### config.mk
export PLATFORM = sky130hd
export DESIGN_NAME = spi_host_cmd_sequencer
export DESIGN_NICKNAME = d
export VERILOG_FILES = /design/src/rtl/spi_host_cmd_sequencer.sv
export SDC_FILE = /design/constraint.sdc
export NUM_CORES = 1
export LEC_CHECK = 0
export BUFFER_PORTS_ARGS = -buffer_cell sky130_fd_sc_hd__buf_2
export CAP_MARGIN = 0
export CORE_AREA = 8 8 97 99
export CTS_CLUSTER_DIAMETER = 30
export CTS_CLUSTER_SIZE = 20
export DETAILED_ROUTE_END_ITERATION = 8
export DIE_AREA = 0 0 105 107
export PLACE_DENSITY = 0.5
export SYNTH_ARGS = -nofsm -noshare
export SYNTH_HDL_FRONTEND = slang
export SYNTH_SLANG_ARGS = --single-unit
### constraint.sdc
create_clock -name clk_i -period 6.8 [get_ports clk_i]
set_input_delay 1.02 -clock clk_i [delete_from_list [all_inputs] [get_ports clk_i]]
set_output_delay 1.02 -clock clk_i [all_outputs]
set_load 0.02 [all_outputs]
### src/rtl/spi_host_cmd_sequencer.sv
// Command sequencer for the SPI host: pops commands, sequences chip-select lead/trail/idle
// timing and issues one byte request at a time to the shift engine.
module spi_host_cmd_sequencer #(
  parameter int unsigned NumCS = 1,
  parameter int unsigned LenW  = 9,
  parameter int unsigned CsW   = 1
) (
  input  logic             clk_i,
  input  logic             rst_ni,
  input  logic             sw_rst_i,

  input  logic             cmd_valid_i,
  output logic             cmd_ready_o,
  input  logic [LenW-1:0]  cmd_len_i,
  input  logic [1:0]       cmd_dir_i,
  input  logic [1:0]       cmd_speed_i,
  input  logic             cmd_csaat_i,
  input  logic [CsW-1:0]   cmd_csid_i,

  input  logic [3:0]       cfg_csnlead_i,
  input  logic [3:0]       cfg_csntrail_i,
  input  logic [3:0]       cfg_csnidle_i,

  output logic             seg_valid_o,
  input  logic             seg_ready_i,
  output logic [1:0]       seg_dir_o,
  output logic [1:0]       seg_speed_o,
  output logic             seg_last_o,
  input  logic             seg_done_i,

  output logic [NumCS-1:0] csb_o,
  output logic             cmd_done_o,
  output logic             active_o
);

  typedef enum logic [2:0] {
    StIdle,
    StLead,
    StShift,
    StWaitDone,
    StHeld,
    StTrail,
    StCsIdle
  } state_e;

  state_e            state_q, state_d;
  logic [3:0]        cnt_q, cnt_d;
  logic [LenW-1:0]   rem_q, rem_d;
  logic [1:0]        dir_q, dir_d;
  logic [1:0]        speed_q, speed_d;
  logic              csaat_q, csaat_d;
  logic [CsW-1:0]    csid_q, csid_d;
  logic              pend_q, pend_d;
  logic [NumCS-1:0]  csb_q, csb_d;
  logic              cmd_done_q, cmd_done_d;
  logic              accept;

  // Out-of-range indices match no bit, so every line stays high.
  function automatic logic [NumCS-1:0] cs_mask(input logic [CsW-1:0] id);
    logic [NumCS-1:0] m;
    m = '1;
    for (int unsigned i = 0; i < NumCS; i++) begin
      if (32'(id) == i) m[i] = 1'b0;
    end
    return m;
  endfunction

  assign cmd_ready_o = (state_q == StIdle) || (state_q == StHeld);
  assign accept      = cmd_valid_i & cmd_ready_o;

  always_comb begin
    state_d    = state_q;
    cnt_d      = cnt_q;
    rem_d      = rem_q;
    dir_d      = dir_q;
    speed_d    = speed_q;
    csaat_d    = csaat_q;
    csid_d     = csid_q;
    pend_d     = pend_q;
    csb_d      = csb_q;
    cmd_done_d = 1'b0;

    if (sw_rst_i) begin
      state_d = StIdle;
      cnt_d   = '0;
      rem_d   = '0;
      dir_d   = '0;
      speed_d = '0;
      csaat_d = 1'b0;
      csid_d  = '0;
      pend_d  = 1'b0;
      csb_d   = '1;
    end else begin
      unique case (state_q)
        StIdle: begin
          if (accept) begin
            rem_d   = cmd_len_i;
            dir_d   = cmd_dir_i;
            speed_d = cmd_speed_i;
            csaat_d = cmd_csaat_i;
            csid_d  = cmd_csid_i;
            csb_d   = cs_mask(cmd_csid_i);
            cnt_d   = cfg_csnlead_i;
            state_d = StLead;
          end
        end
        StLead: begin
          if (cnt_q == 4'd0) state_d = StShift;
          else               cnt_d   = cnt_q - 4'd1;
        end
        StShift: begin
          if (seg_ready_i) state_d = StWaitDone;
        end
        StWaitDone: begin
          if (seg_done_i) begin
            if (rem_q != '0) begin
              rem_d   = rem_q - LenW'(1);
              state_d = StShift;
            end else begin
              cmd_done_d = 1'b1;
              if (csaat_q) begin
                state_d = StHeld;
              end else begin
                cnt_d   = cfg_csntrail_i;
                state_d = StTrail;
              end
            end
          end
        end
        StHeld: begin
          if (accept) begin
            rem_d   = cmd_len_i;
            dir_d   = cmd_dir_i;
            speed_d = cmd_speed_i;
            csaat_d = cmd_csaat_i;
            csid_d  = cmd_csid_i;
            if (cmd_csid_i == csid_q) begin
              state_d = StShift;
            end else begin
              // csb_q still selects the old device; the new one is asserted after CS idle.
              pend_d  = 1'b1;
              cnt_d   = cfg_csntrail_i;
              state_d = StTrail;
            end
          end
        end
        StTrail: begin
          if (cnt_q == 4'd0) begin
            csb_d   = '1;
            cnt_d   = cfg_csnidle_i;
            state_d = StCsIdle;
          end else begin
            cnt_d = cnt_q - 4'd1;
          end
        end
        StCsIdle: begin
          if (cnt_q == 4'd0) begin
            if (pend_q) begin
              pend_d  = 1'b0;
              csb_d   = cs_mask(csid_q);
              cnt_d   = cfg_csnlead_i;
              state_d = StLead;
            end else begin
              state_d = StIdle;
            end
          end else begin
            cnt_d = cnt_q - 4'd1;
          end
        end
        default: begin
          csb_d   = '1;
          state_d = StIdle;
        end
      endcase
    end
  end

  always_ff @(posedge clk_i or negedge rst_ni) begin
    if (!rst_ni) begin
      state_q    <= StIdle;
      cnt_q      <= '0;
      rem_q      <= '0;
      dir_q      <= '0;
      speed_q    <= '0;
      csaat_q    <= 1'b0;
      csid_q     <= '0;
      pend_q     <= 1'b0;
      csb_q      <= '1;
      cmd_done_q <= 1'b0;
    end else begin
      state_q    <= state_d;
      cnt_q      <= cnt_d;
      rem_q      <= rem_d;
      dir_q      <= dir_d;
      speed_q    <= speed_d;
      csaat_q    <= csaat_d;
      csid_q     <= csid_d;
      pend_q     <= pend_d;
      csb_q      <= csb_d;
      cmd_done_q <= cmd_done_d;
    end
  end

  assign seg_valid_o = (state_q == StShift);
  assign seg_last_o  = (rem_q == '0);
  assign seg_dir_o   = dir_q;
  assign seg_speed_o = speed_q;
  assign csb_o       = csb_q;
  assign cmd_done_o  = cmd_done_q;
  assign active_o    = (state_q != StIdle);

endmodule

==> flow_summary.json <==
{
  "grt_max_degree": 32,
  "status": "complete, no violations",
  "clk_latency_ps": 280,
  "drtIter0Drc": 145,
  "antenna_cells": 0,
  "worstMarginPinSlew_ps": 910,
  "grt_setup_unrepaired": "no",
  "yosys_register_bits": 25,
  "syn_to_final_growth_pct": 16.7,
  "critPathRequiredTime_ps": 5780,
  "netlist_instances": 253,
  "drt-met1-wl_mm": 2.76,
  "syn-num-nets": 289,
  "finish.utilization_pct": 28.3,
  "initial_core_util_pct": 24.3,
  "cts_tree": "done",
  "synth.distinct_cells": 55,
  "die_w_um": 105,
  "dr.pass1.iters": 4,
  "finalSetupTns_ps": 0,
  "hold_class": "reg2reg",
  "cts.sinks": 25,
  "cts.clk_slew.worst_paths_ps": 90,
  "numCtsBuffers": 3,
  "grt_pass1_wl_mm": 10.1,
  "postRouteAntennaNets": 0,
  "cts_max_level": 1,
  "io_pins": 43,
  "dr.max_layer_used": "met4",
  "crit_arrival_ps": 2270,
  "rows": 33,
  "coreArea_mm2": 0.00793,
  "synth-edff-count": 0,
  "post_drt_wl_per_cell_um": 15.4,
  "skew_ps": 2.79,
  "gr-total-overflow": 0,
  "cts_setup_buffers": 0,
  "power.density_mw_per_mm2": 415,
  "slew_violations": 0,
  "relSlewSlack_pct": 39.3,
  "antenna_found_initial": 0,
  "ys.flop_type": "dfrtp_1",
  "timing.fmax_ghz": 0.304,
  "drv_cap": 0,
  "crit_fanout": 30,
  "place.gp.congestion": 0.840,
  "drc": 0,
  "period_minus_slack_ps": 3290,
  "syn_avg_cell_area_um2": 7.61,
  "met2_wirelength_mm": 2.81,
  "die_h_um": 107,
  "p_leak_nw": 0.946,
  "synthArstFlopShare_pct": 100,
  "vias": 1964,
  "rrSetupSlack_ps": 3860,
  "die_area_mm2": 0.0112,
  "clock_path_buffers": 2,
  "place_hpwl_mm": 4.42,
  "routed-wl-met3_um": 303,
  "portBuffers": 42,
  "drive_above_1_share_pct": 20.3,
  "track_usage_pct": 10.8,
  "yosysSeqAreaShare_pct": 32.6,
  "wirelength_mm": 5.93,
  "finalSetupViolCount": 0,
  "critPathLaunchType": "flip-flop",
  "end_kind": "output pin",
  "vias_per_cell": 5.09,
  "yosys_warnings": 0,
  "irDropWorstVdd_v": 0.000163,
  "cts_resized": 0,
  "root_buffer": "clkbuf_8",
  "grt_pass1_vias": 1982,
  "min_period_over_period_pct": 48.4,
  "holdBufCountCts": 0,
  "nNetsFinal": 318,
  "finalPower_mw": 0.931,
  "final_hold_viol_count": 0,
  "mappedNetlistArea_mm2": 0.00192,
  "path_class": "reg2out"
}
==> worst max-delay path, stage by stage (launching register included) <==
cell and delay [ps]:
dfrtp_1 680, or2_2 460, inv_1 520, nand2_1 140
buf_2 190
==> stage by stage <==
step	area [um^2]	std cells	hold WS (ps)	worst slack [ps]
6_report	2250	386	484	3510
5_1_grt	2250	386	547	3340
4_1_cts	2250	386	492	3520
3_5_place_dp	2200	382	469	3840
3_3_place_gp	2200	382	463	3840
2_1_floorplan	1920	253	465	4060
==> cell type report <==
cell class | instances | area [um^2]
sequential | 25 | 627
timing repair buffer | 43 | 218
clock buffer | 4 | 45.0
inverter | 11 | 41.3
tap | 105 | 131
fill | 928 | 5680
multi-input combinational | 198 | 1180
==> power breakdown <==
part,total [mW],internal (mW),switching (mW)
Sequential,0.281,0.193,0.0879
Combinational,0.557,0.231,0.326
Clock,0.0931,0.0421,0.0510
Total,0.931,0.466,0.465
==> final timing paths <==
path                                          start                         end  cells past startpoint
min in group asynchronous                    rst_ni        rem_q[4]$_DFFE_PN0P_                      1
max in group asynchronous                    rst_ni  seg_speed_o[1]$_DFFE_PN0P_                      1
max                          state_q[0]$_DFFE_PN0P_                    active_o                      4
min                        seg_dir_o[0]$_DFFE_PN0P_    seg_dir_o[0]$_DFFE_PN0P_                      2
min reg2reg                seg_dir_o[0]$_DFFE_PN0P_    seg_dir_o[0]$_DFFE_PN0P_                      2
max reg2reg                  state_q[0]$_DFFE_PN0P_        rem_q[7]$_DFFE_PN0P_                      6
==> layout by cell type (no fill, tap or decap), types with 3 or more instances in the layout <==
master | synthesis | layout
o21ai_0 | 29 | 29
nor3b_1 | 3 | 3
nand2b_1 | 5 | 5
o31ai_1 | 3 | 3
ha_1 | 3 | 3
or3_1 | 3 | 3
nand3_1 | 4 | 4
o22ai_1 | 3 | 3
dfrtp_1 | 24 | 24
clkbuf_8 | 0 | 3
nor2b_1 | 5 | 5
a22oi_1 | 4 | 4
buf_2 | 1 | 42
inv_1 | 11 | 11
a21oi_1 | 24 | 24
nand2_1 | 28 | 28
a31oi_1 | 3 | 3
nor3_1 | 10 | 10
a211oi_1 | 5 | 5
nor2_1 | 21 | 21
nor4_1 | 5 | 5
==> kinds of logic (layout without fill, tap and decap cells) <==
group | after synthesis | count (layout) | synth area share [%]
AND/OR/NAND/NOR | 100 | 100 | 27.3
AO/OA/AOI/OAI | 90 | 90 | 29.6
buffers and inverters | 30 | 58 | 5.92
flip-flops | 25 | 25 | 32.6
multiplexers | 4 | 4 | 2.21
adder cells (fa/ha/maj) | 3 | 3 | 1.95
XOR/XNOR | 1 | 1 | 0.455
==> state kept, by name, indices dropped and copies added (netlist names) <==
register	count
cnt_q	4
csaat_q	1
cmd_done_o	1
csb_o	1
pend_q	1
seg_speed_o	2
state_q	3
seg_dir_o	2
csid_q	1
rem_q	9
==> synthesized netlist by cell type (2+ instances only) <==
cell      count  area (um^2)
or3_1         3         18.8
inv_1        11         41.3
nor2b_1       5         31.3
buf_1         3         11.3
nand2_1      28          105
nor4_1        5         31.3
nor3b_1       3         22.5
a32o_1        2         20.0
mux2i_1       2         20.0
or3b_2        2         17.5
a22oi_1       4         30.0
nor2_1       21         78.8
o21ai_0      29          145
and2_1        2         12.5
dfrtp_1      24          601
nor3_1       10         50.1
a31oi_1       3         18.8
clkbuf_1     15         56.3
mux2_2        2         22.5
nand3_1       4         20.0
ha_1          3         37.5
nor4b_1       2         17.5
a211oi_1      5         37.5
o22ai_1       3         18.8
o31ai_1       3         22.5
a221o_1       2         20.0
nand2b_1      5         31.3
a21oi_1      24          120
or4bb_1       2         22.5
==> metal layers <==
metal / track usage (%) / vias up
met3: 2.88 / 7
met4: 2.14 / 0
li1: - / 985
met5: 0 / -
met1: 14.1 / 926
met2: 17.6 / 46
Note: power is estimated with default switching activity, not from simulation.
